`config.mk`:
```
export PLATFORM = sky130hd
export DESIGN_NAME = coverfloat_vector_packer
export DESIGN_NICKNAME = d
export VERILOG_FILES = /design/src/rtl/coverfloat_vector_packer.sv
export SDC_FILE = /design/constraint.sdc
export NUM_CORES = 2
export LEC_CHECK = 0
export ABC_AREA = 1
export CAP_MARGIN = 10
export CORE_AREA = 2 2 600 543
export CTS_CLUSTER_SIZE = 14
export DETAILED_ROUTE_END_ITERATION = 16
export DIE_AREA = 0 0 602 545
export PLACE_DENSITY = 0.68
export SLEW_MARGIN = 10
export SYNTH_ARGS = -nofsm -noshare
export SYNTH_HDL_FRONTEND = slang
export SYNTH_SLANG_ARGS = --single-unit
```
`constraint.sdc`:
```
create_clock -name clk -period 65 [get_ports clk]
set_input_delay 13 -clock clk [delete_from_list [all_inputs] [get_ports clk]]
set_output_delay 13 -clock clk [all_outputs]
set_load 0.02 [all_outputs]
```
`src/rtl/coverfloat_vector_packer.sv`:
```
// coverfloat_vector_packer
//   Writer side of the cover-vector format. One FPU transaction is captured
//   per in_valid/in_ready handshake, packed MSB-first in the same field
//   order the coverage reader unpacks, buffered in a DEPTH-record FIFO and
//   streamed to a trace sink as NBEATS beats of BEAT_W bits each.
//
// Ports
//   clk, reset        clock, synchronous active-high reset
//   in_valid/in_ready transaction handshake (in_ready = FIFO not full)
//   op .. exceptionBits transaction fields, sampled at the push edge
//   out_valid/out_ready beat handshake towards the trace sink
//   out_data          current beat, out_beat its index, out_last final beat
//   vec_count         records fully emitted (wraps at 2^32)
//   fifo_level        records still in the FIFO (excludes the one in flight)
module coverfloat_vector_packer #(
  parameter int OP_W   = 32,
  parameter int RM_W   = 8,
  parameter int OPND_W = 128,
  parameter int FMT_W  = 8,
  parameter int INTX_W = 32,
  parameter int INTM_W = 192,
  parameter int EXC_W  = 8,
  parameter int BEAT_W = 32,
  parameter int DEPTH  = 4
) (
  input  logic                       clk,
  input  logic                       reset,
  input  logic                       in_valid,
  output logic                       in_ready,
  input  logic [OP_W-1:0]            op,
  input  logic [RM_W-1:0]            rm,
  input  logic [OPND_W-1:0]          a,
  input  logic [OPND_W-1:0]          b,
  input  logic [OPND_W-1:0]          c,
  input  logic [FMT_W-1:0]           aFmt,
  input  logic [FMT_W-1:0]           bFmt,
  input  logic [FMT_W-1:0]           cFmt,
  input  logic [OPND_W-1:0]          result,
  input  logic [FMT_W-1:0]           resultFmt,
  input  logic                       intermS,
  input  logic [INTX_W-1:0]          intermX,
  input  logic [INTM_W-1:0]          intermM,
  input  logic [EXC_W-1:0]           exceptionBits,
  output logic                       out_valid,
  input  logic                       out_ready,
  output logic [BEAT_W-1:0]          out_data,
  output logic                       out_last,
  output logic [7:0]                 out_beat,
  output logic [31:0]                vec_count,
  output logic [$clog2(DEPTH):0]     fifo_level
);

  localparam int VEC_W  = OP_W + RM_W + 4*OPND_W + 4*FMT_W + 1 + INTX_W + INTM_W + EXC_W;
  localparam int NBEATS = (VEC_W + BEAT_W - 1) / BEAT_W;
  localparam int SH_W   = NBEATS * BEAT_W;
  localparam int PAD    = SH_W - VEC_W;
  localparam int AW     = $clog2(DEPTH);
  localparam int CW     = AW + 1;

  typedef enum logic {S_IDLE, S_SEND} state_t;

  state_t             r_state;
  logic [VEC_W-1:0]   r_mem [DEPTH];
  logic [AW-1:0]      r_wptr;
  logic [AW-1:0]      r_rptr;
  logic [CW-1:0]      r_count;
  logic               r_in_ready;
  logic [SH_W-1:0]    r_shift;
  logic [7:0]         r_beat;
  logic               r_out_valid;
  logic               r_out_last;
  logic [31:0]        r_vec_count;

  logic [VEC_W-1:0]   w_vec;
  logic [SH_W-1:0]    w_head;
  logic               w_push;
  logic               w_fire;
  logic               w_last_fire;
  logic               w_nonempty;
  logic               w_pop;
  logic [CW-1:0]      w_count_nxt;

  assign w_vec = {op, rm, a, b, c, aFmt, bFmt, cFmt, result, resultFmt,
                  intermS, intermX, intermM, exceptionBits};

  // Head record left-aligned in the shift register; padding lands on the LSB side.
  assign w_head = SH_W'(r_mem[r_rptr]) << PAD;

  assign w_push      = in_valid && r_in_ready;
  assign w_fire      = r_out_valid && out_ready;
  assign w_last_fire = w_fire && r_out_last;
  assign w_nonempty  = (r_count != '0);
  // Pop when idle, or on the final beat handshake so the next record follows with no bubble.
  assign w_pop       = w_nonempty && ((r_state == S_IDLE) || w_last_fire);
  assign w_count_nxt = r_count + CW'(w_push) - CW'(w_pop);

  always_ff @(posedge clk) begin
    if (reset) begin
      r_state     <= S_IDLE;
      r_wptr      <= '0;
      r_rptr      <= '0;
      r_count     <= '0;
      r_in_ready  <= 1'b0;
      r_shift     <= '0;
      r_beat      <= '0;
      r_out_valid <= 1'b0;
      r_out_last  <= 1'b0;
      r_vec_count <= '0;
    end else begin
      r_count    <= w_count_nxt;
      // Registered from the next count so in_ready always matches the current fill.
      r_in_ready <= (w_count_nxt != CW'(DEPTH));

      if (w_push) begin
        r_mem[r_wptr] <= w_vec;
        r_wptr        <= r_wptr + 1'b1;
      end
      if (w_pop) begin
        r_rptr <= r_rptr + 1'b1;
      end

      case (r_state)
        S_IDLE: begin
          if (w_pop) begin
            r_shift     <= w_head;
            r_beat      <= '0;
            r_out_valid <= 1'b1;
            r_out_last  <= (NBEATS == 1);
            r_state     <= S_SEND;
          end
        end
        S_SEND: begin
          if (w_fire) begin
            if (r_out_last) begin
              r_vec_count <= r_vec_count + 32'd1;
              if (w_pop) begin
                r_shift     <= w_head;
                r_beat      <= '0;
                r_out_valid <= 1'b1;
                r_out_last  <= (NBEATS == 1);
              end else begin
                r_out_valid <= 1'b0;
                r_out_last  <= 1'b0;
                r_state     <= S_IDLE;
              end
            end else begin
              r_shift    <= r_shift << BEAT_W;
              r_beat     <= r_beat + 8'd1;
              r_out_last <= (r_beat == 8'(NBEATS - 2));
            end
          end
        end
        default: r_state <= S_IDLE;
      endcase
    end
  end

  assign in_ready   = r_in_ready;
  assign out_valid  = r_out_valid;
  assign out_last   = r_out_last;
  assign out_beat   = r_beat;
  assign out_data   = r_shift[SH_W-1 -: BEAT_W];
  assign vec_count  = r_vec_count;
  assign fifo_level = r_count;

endmodule

```
==> metrics.txt <==
PwrDens about 42 nW/um^2; Leak roughly 64 nW; RePlAce Congestion roughly 0.9; Post-DRT Antenna Nets 0; Cell Chain, Critical Path clkdlybuf4s50_1 > buf_4 > inv_8 > nand2_1 > nor2_4 > buf_4 > buf_4 > buf_4 > buf_4 > buf_4; first-pass GRT wire length 670,000 microns; worst vdd ir roughly 43 uV; Yosys warnings 0; ys flop type edfxtp_1; DIE AREA 328,000 sq um; First-pass DRT Iterations 9; number of flops mapped to enable cells by yosys ~3,300; Iter 0 DRT Violations about 13,000; GR Overflow Total 0; CP max stage cell buf_4; CP arrival 18.84 ns; Post-CTS Setup Bufs 0; Pwr Total slightly below 8 mW; Synth area leaders edfxtp_1 (61%), dfxtp_1 (11%), nand2_1 (8.2%); r2r worst-path depth 9; H-tree Lvls 5; Die Ht 545 microns; largest net degree at the start of global routing just over 200; worst hold path class reg2reg; routed wire length 465,000 microns; Tmin final around 18 ns; RR Endpoint r_shift[326]; PortBufs 898; ratio of cells with drive above 1 in the final layout 0.0806; cell chosen for the clock root clkbuf_16; register area share after synthesis 0.723; vias 109,000; RSZ-0062 raised after global routing false; Slew Limit Fails 0; worst reg-to-reg setup slack between 50 and 60 ns; Yosys top cell area share 0.612; all-layer global routing usage 0.274; crit-path max cell delay between 0.8 and 0.9 ns; Setup Skew approximately 0.067 ns; Clock Tree Buf Depth 4; Slew HR 0.184; critical path data required time around 66 ns; hold path start r_shift[6]; initial antenna violation count between 100 and 150; crit path capture type flop; TritonCTS buffer count roughly 400; Layout area overhead 15.8%; Initial Utilization 0.498; post-synth top area cell edfxtp_1; WHS approximately 0.44 ns; Fin. Hold Viols 0; WL/cell about 24 microns; Tightest Pin Transition ~1.2 ns; most used cell along the critical path buf_4; Placement Rows about 200; cts hold-fix bufs 0; fin nets 15,100; # fillers about 26,000; critical path type in2reg; Post-Syn Area approximately 160,000 sq um; syn nets roughly 15,000; post-synth cell types 37; core area 322,000 sq um; vias in the first global route ~100,000; WHS Endpoint r_shift[6]; # DRC 0; Gate Count Post-Synth 13,800; Worst-path clk slew about 0.06 ns; DP Wirelength approximately 280,000 microns; CP Launch Type primary input; final design utilization 0.577; final setup fails 0; Sum Neg Setup Slack 0 ns; Max Clk Rate 0.0546 GHz; mean post-synth cell area roughly 12 sq um; post-cts repair resize count 0; via/cell ratio around 5.7; Ports around 900; status finished, final reports clean; Final period util 0.282; max_cap viols 0; hold path depth 2; Worst-Skew Late Latency between 0.9 and 1 ns; synthesis-stage register bit count 4,153; crit path max fanout 120; crit path buf inv count 8; Worst path top cell family by delay buffers and inverters; Sink Count 4,153; Async S/R FF share, synth 0; TritonCTS clock tree yes; overall die width ~600 microns
## worst min-delay path, delay by kind of cell, from the launching register on
| kind | cells | cell delay (ns) |
|---|---|---|
| DFF | 1 | 0.31 |
| and+or+nand+nor | 2 | 0.10 |
## state kept, by name, summed over array words and instances (netlist names), named ones only
signal / count
r_mem: 3268
fifo_level: 3
vec_count: 32
r_state: 1
out_last: 1
r_wptr: 2
out_valid: 1
r_rptr: 2
in_ready: 1
r_shift: 832
out_beat: 8
## metal layers
metal | GRT usage | share of wire | wire length (microns) | up-vias
met2 | 0.429 | 0.47 | 219000 | 5006
met1 | 0.382 | 0.40 | 187000 | 53200
li1 | - | - | - | 49600
met5 | 0 | 0.00034 | 160 | -
met3 | 0.0371 | 0.084 | 39000 | 790
met4 | 0.127 | 0.043 | 20200 | 24
## kinds of logic (layout without fill, tap and decap cells)
family / after synthesis / after routing / share of synthesized area
AND/OR/NAND/NOR: 6899 / 6899 / 0.191
buffers and inverters: 1031 / 1891 / 0.0300
XOR/XNOR: 5 / 5 / 0.000273
flip-flops: 4153 / 4153 / 0.723
other: 0 / 74 / 0
AO/OA/AOI/OAI: 1727 / 1727 / 0.0548
adder cells (fa/ha/maj): 9 / 9 / 0.000750
## power breakdown
group	total, mW	switching (mW)	internal [mW]
logic	1.95	1.37	0.574
clock network	2.41	1.02	1.39
registers	3.52	0.299	3.22
total	7.88	2.69	5.19
## worst max-delay path by stage
stage,from,endpoint,slack (ns),depth (start not counted)
global placement,reset,r_mem[1][360],45.70,10
floorplan,reset,r_mem[0][0],15.45,6
CTS,reset,r_mem[1][343],46.71,10
detailed placement,reset,r_mem[1][287],45.72,10
global route,reset,r_mem[1][378],46.36,10
finish,reset,r_mem[1][343],46.68,10
## layout make-up
type	instances	area [sq um]	share of cell area
clock inverters	198	2360	0.0127
repair buffers	1037	10400	0.0558
flip-flops and latches	4153	116000	0.624
multi-input cells	8640	39600	0.214
well taps	4300	5380	0.0290
clock buffers	579	11500	0.0618
diodes	74	185	0.000998
inverters	77	332	0.00179
## cells in the mapped netlist (2+ instances only)
library cell / instances
buf_1: 89
a21oi_2: 30
nor2_2: 4
nand2_2: 3
dfxtp_1: 885
a21oi_1: 820
clkbuf_1: 435
nor3_2: 300
xor2_1: 4
ha_1: 8
o22ai_1: 15
nand3_1: 1632
o21ai_0: 803
buf_6: 40
nor3b_1: 2
nand2_4: 3
nand2_1: 3506
nor2_1: 927
buf_2: 332
buf_4: 58
nor3_1: 427
inv_2: 8
or2_2: 80
nand4_1: 12
edfxtp_1: 3268
o21ai_1: 56
inv_1: 67
## cell usage in the layout (no fill, tap or decap), types with 113 or more instances in the layout
cell             count
nand2_1           3506
edfxtp_1          3268
nand3_1           1632
nor2_1             923
clkdlybuf4s50_1    898
dfxtp_1            883
a21oi_1            820
o21ai_0            802
nor3_1             427
clkbuf_16          414
nor3_2             300
clkbuf_1           116
buf_4              113
## metrics by stage
stage	instance area [sq um]	std cells	worst slack (ns)
floorplan	160000	13800	15.45
global placement	172000	18200	45.70
CTS	185000	19000	46.71
finish	186000	19100	46.68
detailed placement	172000	18200	45.72
global route	186000	19000	46.36
No activity file was read; power rests on OpenSTA's default activity.
